$ cat src/rtl/axil_cmd_sequencer.sv
// Single-outstanding AXI4-Lite master: one command in, one AXI transaction, one response out.
// Optional watchdog enabled by defining AXIL_SEQ_TIMEOUT_EN; after a timeout the block halts until reset.
module axil_cmd_sequencer #(
  parameter int unsigned ADDR_W      = 32,
  parameter int unsigned DATA_W      = 32,
  parameter int unsigned TIMEOUT_CYC = 1024,
  parameter int unsigned ERR_CNT_W   = 16
) (
  input  logic                   clk_0,
  input  logic                   rst_0,
  // command stream
  input  logic                   cmd_valid,
  output logic                   cmd_ready,
  input  logic                   cmd_write,
  input  logic [ADDR_W-1:0]      cmd_addr,
  input  logic [DATA_W-1:0]      cmd_wdata,
  input  logic [DATA_W/8-1:0]    cmd_wstrb,
  // result stream
  output logic                   rsp_valid,
  input  logic                   rsp_ready,
  output logic [DATA_W-1:0]      rsp_rdata,
  output logic [1:0]             rsp_resp,
  output logic                   rsp_timeout,
  // AXI4-Lite master
  output logic                   m_axi_awvalid,
  input  logic                   m_axi_awready,
  output logic [ADDR_W-1:0]      m_axi_awaddr,
  output logic [2:0]             m_axi_awprot,
  output logic                   m_axi_wvalid,
  input  logic                   m_axi_wready,
  output logic [DATA_W-1:0]      m_axi_wdata,
  output logic [DATA_W/8-1:0]    m_axi_wstrb,
  input  logic                   m_axi_bvalid,
  output logic                   m_axi_bready,
  input  logic [1:0]             m_axi_bresp,
  output logic                   m_axi_arvalid,
  input  logic                   m_axi_arready,
  output logic [ADDR_W-1:0]      m_axi_araddr,
  output logic [2:0]             m_axi_arprot,
  input  logic                   m_axi_rvalid,
  output logic                   m_axi_rready,
  input  logic [DATA_W-1:0]      m_axi_rdata,
  input  logic [1:0]             m_axi_rresp,
  // status
  output logic [ERR_CNT_W-1:0]   err_cnt,
  output logic                   busy
);

  if (TIMEOUT_CYC < 2) begin : g_bad_timeout
    $error("TIMEOUT_CYC must be at least 2");
  end
  if (DATA_W != 32 && DATA_W != 64) begin : g_bad_data_w
    $error("DATA_W must be 32 or 64");
  end

  typedef enum logic [2:0] {
    S_IDLE, S_WR, S_WR_RESP, S_RD_ADDR, S_RD_DATA, S_RSP, S_HALT
  } state_e;

  state_e                state_q, state_d;
  logic                  cmd_ready_q, cmd_ready_d;
  logic                  awvalid_q, awvalid_d;
  logic                  wvalid_q, wvalid_d;
  logic                  bready_q, bready_d;
  logic                  arvalid_q, arvalid_d;
  logic                  rready_q, rready_d;
  logic [ADDR_W-1:0]     addr_q, addr_d;
  logic [DATA_W-1:0]     wdata_q, wdata_d;
  logic [DATA_W/8-1:0]   wstrb_q, wstrb_d;
  logic                  rsp_valid_q, rsp_valid_d;
  logic [DATA_W-1:0]     rsp_rdata_q, rsp_rdata_d;
  logic [1:0]            rsp_resp_q, rsp_resp_d;
  logic [ERR_CNT_W-1:0]  err_cnt_q, err_cnt_d;

  logic cmd_hs, aw_hs, w_hs, b_hs, ar_hs, r_hs, rsp_hs;

  assign cmd_hs = cmd_valid && cmd_ready_q;
  assign aw_hs  = awvalid_q && m_axi_awready;
  assign w_hs   = wvalid_q  && m_axi_wready;
  assign b_hs   = bready_q  && m_axi_bvalid;
  assign ar_hs  = arvalid_q && m_axi_arready;
  assign r_hs   = rready_q  && m_axi_rvalid;
  assign rsp_hs = rsp_valid_q && rsp_ready;

`ifdef AXIL_SEQ_TIMEOUT_EN
  localparam int unsigned TO_W = $clog2(TIMEOUT_CYC + 1);
  logic [TO_W-1:0] to_cnt_q, to_cnt_d;
  logic            rsp_timeout_q, rsp_timeout_d;
  logic            wait_st, to_hit;

  assign wait_st = (state_q == S_WR) || (state_q == S_WR_RESP) ||
                   (state_q == S_RD_ADDR) || (state_q == S_RD_DATA);
  assign to_hit  = (to_cnt_q == TO_W'(TIMEOUT_CYC - 1));
`endif

  always_comb begin
    state_d     = state_q;
    // Each valid/ready drops after its own handshake in any state, so a
    // timed-out transaction never retracts a valid before the slave takes it.
    awvalid_d   = awvalid_q && !aw_hs;
    wvalid_d    = wvalid_q  && !w_hs;
    bready_d    = bready_q  && !b_hs;
    arvalid_d   = arvalid_q && !ar_hs;
    rready_d    = rready_q  && !r_hs;
    addr_d      = addr_q;
    wdata_d     = wdata_q;
    wstrb_d     = wstrb_q;
    rsp_valid_d = rsp_valid_q;
    rsp_rdata_d = rsp_rdata_q;
    rsp_resp_d  = rsp_resp_q;
    err_cnt_d   = err_cnt_q;
`ifdef AXIL_SEQ_TIMEOUT_EN
    rsp_timeout_d = rsp_timeout_q;
`endif

    if (((b_hs && m_axi_bresp != 2'b00) || (r_hs && m_axi_rresp != 2'b00)) &&
        (err_cnt_q != {ERR_CNT_W{1'b1}}))
      err_cnt_d = err_cnt_q + ERR_CNT_W'(1);

    case (state_q)
      S_IDLE: begin
        if (cmd_hs) begin
          addr_d  = cmd_addr;
          wdata_d = cmd_wdata;
          wstrb_d = cmd_wstrb;
          if (cmd_write) begin
            state_d   = S_WR;
            awvalid_d = 1'b1;
            wvalid_d  = 1'b1;
            bready_d  = 1'b1;
          end else begin
            state_d   = S_RD_ADDR;
            arvalid_d = 1'b1;
            rready_d  = 1'b1;
          end
        end
      end
      S_WR: begin
        if ((!awvalid_q || aw_hs) && (!wvalid_q || w_hs))
          state_d = S_WR_RESP;
      end
      S_WR_RESP: begin
        if (b_hs) begin
          state_d     = S_RSP;
          rsp_valid_d = 1'b1;
          rsp_resp_d  = m_axi_bresp;
          rsp_rdata_d = '0;
        end
      end
      S_RD_ADDR: begin
        if (ar_hs)
          state_d = S_RD_DATA;
      end
      S_RD_DATA: begin
        if (r_hs) begin
          state_d     = S_RSP;
          rsp_valid_d = 1'b1;
          rsp_resp_d  = m_axi_rresp;
          rsp_rdata_d = m_axi_rdata;
        end
      end
      S_RSP: begin
        if (rsp_hs) begin
          rsp_valid_d = 1'b0;
`ifdef AXIL_SEQ_TIMEOUT_EN
          state_d     = rsp_timeout_q ? S_HALT : S_IDLE;
`else
          state_d     = S_IDLE;
`endif
        end
      end
      S_HALT:  state_d = S_HALT;
      default: state_d = S_IDLE;
    endcase

`ifdef AXIL_SEQ_TIMEOUT_EN
    // Real progress on the last allowed cycle wins over the timeout.
    if (wait_st && (state_d == state_q) && to_hit) begin
      state_d       = S_RSP;
      rsp_valid_d   = 1'b1;
      rsp_timeout_d = 1'b1;
      rsp_resp_d    = 2'b11;
      rsp_rdata_d   = '0;
    end
    to_cnt_d = (wait_st && (state_d == state_q)) ? to_cnt_q + TO_W'(1) : '0;
`endif

    // Registered so cmd_ready rises on the first edge out of reset.
    cmd_ready_d = (state_d == S_IDLE);
  end

  always_ff @(posedge clk_0 or posedge rst_0) begin
    if (rst_0) begin
      state_q     <= S_IDLE;
      cmd_ready_q <= 1'b0;
      awvalid_q   <= 1'b0;
      wvalid_q    <= 1'b0;
      bready_q    <= 1'b0;
      arvalid_q   <= 1'b0;
      rready_q    <= 1'b0;
      addr_q      <= '0;
      wdata_q     <= '0;
      wstrb_q     <= '0;
      rsp_valid_q <= 1'b0;
      rsp_rdata_q <= '0;
      rsp_resp_q  <= 2'b00;
      err_cnt_q   <= '0;
    end else begin
      state_q     <= state_d;
      cmd_ready_q <= cmd_ready_d;
      awvalid_q   <= awvalid_d;
      wvalid_q    <= wvalid_d;
      bready_q    <= bready_d;
      arvalid_q   <= arvalid_d;
      rready_q    <= rready_d;
      addr_q      <= addr_d;
      wdata_q     <= wdata_d;
      wstrb_q     <= wstrb_d;
      rsp_valid_q <= rsp_valid_d;
      rsp_rdata_q <= rsp_rdata_d;
      rsp_resp_q  <= rsp_resp_d;
      err_cnt_q   <= err_cnt_d;
    end
  end

`ifdef AXIL_SEQ_TIMEOUT_EN
  always_ff @(posedge clk_0 or posedge rst_0) begin
    if (rst_0) begin
      to_cnt_q      <= '0;
      rsp_timeout_q <= 1'b0;
    end else begin
      to_cnt_q      <= to_cnt_d;
      rsp_timeout_q <= rsp_timeout_d;
    end
  end
  assign rsp_timeout = rsp_timeout_q;
`else
  assign rsp_timeout = 1'b0;
`endif

  assign cmd_ready     = cmd_ready_q;
  assign rsp_valid     = rsp_valid_q;
  assign rsp_rdata     = rsp_rdata_q;
  assign rsp_resp      = rsp_resp_q;
  assign m_axi_awvalid = awvalid_q;
  assign m_axi_awaddr  = addr_q;
  assign m_axi_awprot  = 3'b000;
  assign m_axi_wvalid  = wvalid_q;
  assign m_axi_wdata   = wdata_q;
  assign m_axi_wstrb   = wstrb_q;
  assign m_axi_bready  = bready_q;
  assign m_axi_arvalid = arvalid_q;
  assign m_axi_araddr  = addr_q;
  assign m_axi_arprot  = 3'b000;
  assign m_axi_rready  = rready_q;
  assign err_cnt       = err_cnt_q;
  assign busy          = (state_q != S_IDLE);

endmodule

$ cat config.mk
export PLATFORM = sky130hd
export DESIGN_NAME = axil_cmd_sequencer
export DESIGN_NICKNAME = d
export VERILOG_FILES = /design/src/rtl/axil_cmd_sequencer.sv
export SDC_FILE = /design/constraint.sdc
export NUM_CORES = 1
export LEC_CHECK = 0
export CAP_MARGIN = 10
export CORE_MARGIN = 2
export CORE_UTILIZATION = 36
export CTS_CLUSTER_SIZE = 10
export DETAILED_ROUTE_END_ITERATION = 10
export GPL_TIMING_DRIVEN = 0
export PLACE_DENSITY_LB_ADDON = 0.08
export REMOVE_ABC_BUFFERS = 1
export SYNTH_ARGS = -nofsm -noshare
export SYNTH_HDL_FRONTEND = slang
export SYNTH_SLANG_ARGS = --single-unit
$ cat constraint.sdc
create_clock -name clk_0 -period 4.55 [get_ports clk_0]
set_input_delay 0.91 -clock clk_0 [delete_from_list [all_inputs] [get_ports clk_0]]
set_output_delay 0.91 -clock clk_0 [all_outputs]
set_load 0.01 [all_outputs]
==> impl_metrics.yaml, run 1 <==
power_and_ir_drop:
  power_uw: 5120
  ir_drop_v: 0.000241
  p_per_area_nw_per_um2: 583
  p_leak_uw: 0.00395
floorplan:
  die_h_um: 128
  ioPinCount: 279
  row_count: 45
  start_util_pct: 36.5
  dieArea_um2: 16300
  die_w_um: 128
  coreArea_um2: 15100
clocking:
  htreeDepth: 4
  cts.path.max_buffers: 2
  post_cts_buffers: 0
  cts_inserted_buffers: 17
  cts_tree: "yes"
  cts_resized: 0
  cts_hold_buf: 0
  insertion_delay_ps: 410
  cts_root_buf: "clkbuf_16"
  cts.clk_slew.worst_paths_ps: 50
  clock-sinks: 128
global_route:
  grt_max_degree: 88
  grtUsageTotal_pct: 19.3
  grt_pass1_wl_um: 24400
  overflow: 0
  antenna_found_initial: 1
  grt_pass1_vias: 4575
detailed_routing:
  wl_per_cell_um: 14.9
  vias: 4722
  route.detailed.drc: 0
  wirelength_um: 15500
  drt_iter0_markers: 261
  antenna_left: 0
  via_per_inst: 4.54
  first_pass_iters: 4
logic_synthesis:
  netlist_top_cells_area: "dfrtp_1 (58%), nand2_1 (19%), buf_4 (5.5%)"
  ys_ff_latch: 128
  synth-simple-area-share_pct: 25.4
  yosysUniqueCellTypes: 47
  ys_seq_area_share_pct: 58.2
  synth-compound-area-share_pct: 5.05
  synth_top_area_share_pct: 58.2
  syn_avg_cell_area_um2: 9.08
  netlist_area_um2: 5510
  synthAdderAreaFrac_pct: 0.227
  yosys.area.top_type: "dfrtp_1"
  synth_xor_xnor_area_share_pct: 2.23
  synth_top_family_by_area: "simple AND/OR/NAND/NOR gates"
  synthCells: 606
  synthMuxAreaShare_pct: 0.636
  ys_warn_count: 0
critical_path:
  reg2reg_from: "state_q[0]$_DFF_PP0_"
  rr_endpoint: "m_axi_wstrb[0]$_DFFE_PP0P_"
  critPathKind: "reg2out"
  cp-start-kind: "flip-flop"
  crit_fanout: 8
  required_ps: 3640
  arrival_ps: 1950
  cp-end-kind: "primary output"
  rrSetupSlack_ps: 2420
  r2r_cells: 5
job:
  cap_violations: 0
cells_and_area:
  drive_above_1_share_pct: 5.52
  fin_area_um2: 8780
  final_nets: 953
  syn2layout_area_growth_pct: 59.5
sta:
  rsz0062_at_grt: "no"
  min_period_ps: 2860
  hold_ws_ps: 469
  slew_headroom_pct: 52.0
  post-route-period-util_pct: 62.8
  worst-slew-pin-transition_ps: 715
  drv_slew: 0
  clock_skew_ps: 5.76
  fmax_ghz: 0.350
  setup-violations-final: 0
  finalHoldViolCount: 0
min_path:
  hp-class: "reg2reg"
  min_to: "m_axi_wdata[4]$_DFFE_PP0P_"
  hold_depth: 2
  hold_start: "m_axi_wdata[4]$_DFFE_PP0P_"
status:
  outcome: "complete, no violations"
placement:
  placed_area_um2: 8180
  hpwl_um: 11400
  gp_congestion: 0.829
  port_buffers: 271
-- worst max-delay path, cell delays in order, from the launching register on --
cell	delay [ps]
dfrtp_1	480
or3_1	500
clkdlybuf4s50_1	560
-- stage by stage --
step | std cells | setup TNS, ps | setup slack [ps] | util [%]
2_1_floorplan | 543 | 0 | 227 | -
3_5_place_dp | 1007 | 0 | 1750 | 54.2
5_1_grt | 1040 | 0 | 1630 | 58.2
4_1_cts | 1039 | 0 | 1670 | 58.2
6_report | 1040 | 0 | 1690 | 58.2
3_3_place_gp | 1002 | -217160 | -1700 | 53.3
-- cells by family (layout without fill, tap and decap cells) --
logic type	count (synthesis)	after routing
AO/OA/AOI/OAI	51	51
AND/OR/NAND/NOR	332	332
adder cells (fa/ha/maj)	1	1
flip-flops	128	128
XOR/XNOR	14	14
other	1	8
buffers and inverters	76	315
multiplexers	3	3
-- routing by layer --
layer | wire (um) | share of wire, % | track usage [%]
met5 | 0 | 0 | 0
met2 | 7260 | 47 | 30.5
met1 | 6630 | 43 | 24.0
met3 | 1370 | 8.8 | 7.76
met4 | 274 | 1.8 | 7.43
-- report_power, final --
part	switching, uW	leakage, uW	internal, uW	total [uW]
clock network	479	0.000289	884	1360
logic	859	0.00198	1120	1980
registers	266	0.00168	1510	1770
-- layout make-up --
type,count,area [um^2]
inverter,7,31.3
multi-input combinational,408,1880
fill,1310,6310
sequential,128,3200
tap,188,235
antenna,1,2.50
timing repair buffer,276,2830
clock buffer,21,460
clock inverter,11,138
-- synth_stat cells (all sizes together) --
cell type  instances
nor4               1
or3                2
a21oi              5
o22ai              2
and2               2
nand4b             3
or3b               1
nand2            282
xnor2             11
o211ai             2
o21ai             37
nor4bb             1
conb               1
and3               2
nor4b              2
buf               50
a31oi              1
xor2               3
mux2i              2
ha                 1
inv                7
dfrtp            128
nor2               7
or2                1
nand2b             3
nand3b             2
nor3b              1
nor2b              2
mux2               1
a21o               1
nor3               2
or4b               1
or4                2
clkbuf            19
o2111ai            1
a211oi             1
nand3              8
and3b              1
o21ba              1
nand4              6
-- registers in the layout, summed over array words and instances, names as in the netlist --
signal / cells
m_axi_araddr: 32
m_axi_wdata: 32
rsp_rdata: 32
err_cnt: 16
m_axi_wstrb: 4
state_q: 3
rsp_resp: 2
cmd_ready: 1
m_axi_arvalid: 1
m_axi_awvalid: 1
m_axi_bready: 1
m_axi_rready: 1
m_axi_wvalid: 1
rsp_valid: 1
-- cells in the final DEF (no fill, tap or decap), types with 3 or more instances in the layout --
cell and instances:
a21oi_1 5, buf_12 3, bufinv_16 3, clkbuf_16 17, clkdlybuf4s50_1 271, clkinv_2 5
clkinvlp_4 3, conb_1 7, dfrtp_1 128, inv_1 6, nand2_1 282, nand2b_1 3
nand3_1 8, nand4_1 5, nand4b_1 3, nor2_1 6, o21ai_0 37, xnor2_1 11
xor2_1 3
-- worst max path at each step --
stage / from / to / slack [ps]
finish: state_q[0]$_DFF_PP0_ / busy / 1690
global route: state_q[1]$_DFF_PP0_ / busy / 1630
CTS: state_q[0]$_DFF_PP0_ / busy / 1670
detailed placement: m_axi_bvalid / err_cnt[15]$_DFFE_PP0P_ / 1750
global placement: rst_0 / err_cnt[12]$_DFFE_PP0P_ / -1700
floorplan: rst_0 / cmd_ready$_DFF_PP0_ / 230
Power figures use the tool's default switching activity.
==> inputs of run 2 (changes only) <==
clock period = 2.4 ns   (was 4.55 ns; I/O delays follow)
==> run 2 against run 1 <==
Register-to-register slack worse by 2200 ps. First-iteration DRC count is 0.38% lower. Critical path depth unchanged. Non-clock buffer count stayed put. Clock power rose by 90%. Highest routed layer unchanged. Clock-buffer cell count did not move. Die area unchanged. Global-route usage barely moved. Utilization is essentially flat.
==> impl_metrics.yaml, run 2 (synthesis gave the netlist of run 1 again) <==
placement:
  gp_congestion: 0.829
  pre_cts_ws_ps: 33.5
  hpwl_um: 11400
  port_buffers: 271
detailed_routing:
  wl_per_cell_um: 14.9
  via_per_inst: 4.54
  vias: 4722
  route.detailed.drc: 0
  drt_iter0_markers: 260
  wirelength_um: 15500
  first_pass_iters: 4
  antenna_left: 0
global_route:
  grt_max_degree: 88
  grt_use_met1_pct: 24.0
  grt_pass1_wl_um: 24400
  overflow: 0
  met3_usage_pct: 7.76
  antenna_found_initial: 1
  grtUsageTotal_pct: 19.4
  grt_pass1_vias: 4575
  busiest_layer: "met2"
  globalRouteMet2Util_pct: 30.5
clocking:
  cts_hold_buf: 0
  htreeDepth: 4
  post_cts_buffers: 0
  clock-sinks: 128
  cts_inserted_buffers: 17
  cts_tree: "yes"
  cts.clk_slew.worst_paths_ps: 50
  cts_root_buf: "clkbuf_16"
  cts.path.max_buffers: 2
  insertion_delay_ps: 410
cells_and_area:
  layout_common_cells: "nand2_1 (282), clkdlybuf4s50_1 (270), dfrtp_1 (128)"
  drive_above_1_share_pct: 5.52
  final.fill_count: 1310
  syn2layout_area_growth_pct: 59.5
  postLayoutCoreUtil_pct: 58.2
  final_nets: 953
  layout_commonest_cell: "nand2_1"
min_path:
  hp-class: "in2async"
floorplan:
  dieArea_um2: 16300
  die_w_um: 128
  die_h_um: 128
  start_util_pct: 36.5
  ioPinCount: 279
  row_count: 45
  coreArea_um2: 15100
sta:
  clock_skew_ps: 5.76
  drv_slew: 0
  hold_ws_ps: 457
  setup_ws_ps: 185
  setup-violations-final: 0
  rsz0062_at_grt: "no"
  min_period_ps: 2220
  post-route-period-util_pct: 92.3
  finalHoldViolCount: 0
  worst-slew-pin-transition_ps: 715
  fin_tns_setup_ps: 0
  fmax_ghz: 0.451
  slew_headroom_pct: 52.0
status:
  outcome: "complete, no violations"
critical_path:
  required_ps: 1920
  cp-end-kind: "primary output"
  slowest_stage: "or3_1"
  arrival_ps: 1740
  rrSetupSlack_ps: 270
  cp-start-kind: "flip-flop"
  critPathKind: "reg2out"
  critPathMaxStageDelay_ps: 500
  crit_fanout: 8
  crit_chain: "or3_1, dlygate4sd2_1"
power_and_ir_drop:
  ir_drop_v: 0.000457
  power_uw: 9690
  p_per_area_nw_per_um2: 1100
  p_leak_uw: 0.00395
job:
  cap_violations: 0
==> run 2: changes by cell type in the layout (fill, tap and decap cells not counted), sizes merged <==
cell / before / now
clkdlybuf4s50: 271 / 270
dlygate4sd2: 0 / 1
==> run 2: final timing paths <==
check,to,from,cells after the start
worst min register to register,m_axi_wdata[4]$_DFFE_PP0P_,m_axi_wdata[4]$_DFFE_PP0P_,2
min in group clk_0,m_axi_wdata[4]$_DFFE_PP0P_,m_axi_wdata[4]$_DFFE_PP0P_,2
worst max register to register,m_axi_wstrb[0]$_DFFE_PP0P_,state_q[0]$_DFF_PP0_,5
max in group asynchronous,err_cnt[9]$_DFFE_PP0P_,rst_0,3
worst max-delay path,busy,state_q[0]$_DFF_PP0_,2
worst min-delay path,m_axi_wdata[6]$_DFFE_PP0P_,rst_0,2
==> run 2: critical path: cells and delay by family (launching register included) <==
| kind | cells | cell delay [ps] |
|---|---|---|
| simple gates | 1 | 500 |
| flops | 1 | 480 |
| buf+inv | 1 | 350 |
==> run 2: area by class of cell <==
| class | instances | area [um^2] | share of cell area, % |
|---|---|---|---|
| Clock buffer | 21 | 460 | 5.24 |
| Antenna cell | 1 | 2.50 | 0.0285 |
| Inverter | 7 | 31.3 | 0.356 |
| Timing Repair Buffer | 276 | 2830 | 32.2 |
| Tap cell | 188 | 235 | 2.68 |
| Multi-Input combinational cell | 408 | 1880 | 21.4 |
| Clock inverter | 11 | 138 | 1.57 |
| Sequential cell | 128 | 3200 | 36.5 |
==> run 2: per-stage QoR <==
stage / cell area (um^2) / std cells
global route: 8780 / 1040
CTS: 8780 / 1039
finish: 8780 / 1040
global placement: 8050 / 1002
floorplan: 5100 / 543
detailed placement: 8180 / 1007
==> run 2: repair_timing <==
action / 4_1_cts / 5_1_grt
endpoints found under the setup margin: 1 / 0
hold endpoints to repair: 0 / 0
gates resized for setup: 1 / 0
==> run 2: power breakdown <==
part	leakage (uW)	internal (uW)	switching [uW]
Combinational	0.00198	2120	1630
Clock	0.000289	1680	908
Sequential	0.00168	2860	504
Total	0.00395	6650	3040
==> run 2: metal layers <==
| layer | vias to the layer above | part of all wire (%) |
|---|---|---|
| met1 | 2175 | 43 |
| met4 | 0 | 1.8 |
| met5 | - | 0 |
| met3 | 20 | 8.8 |
| li1 | 2347 | - |
| met2 | 180 | 47 |
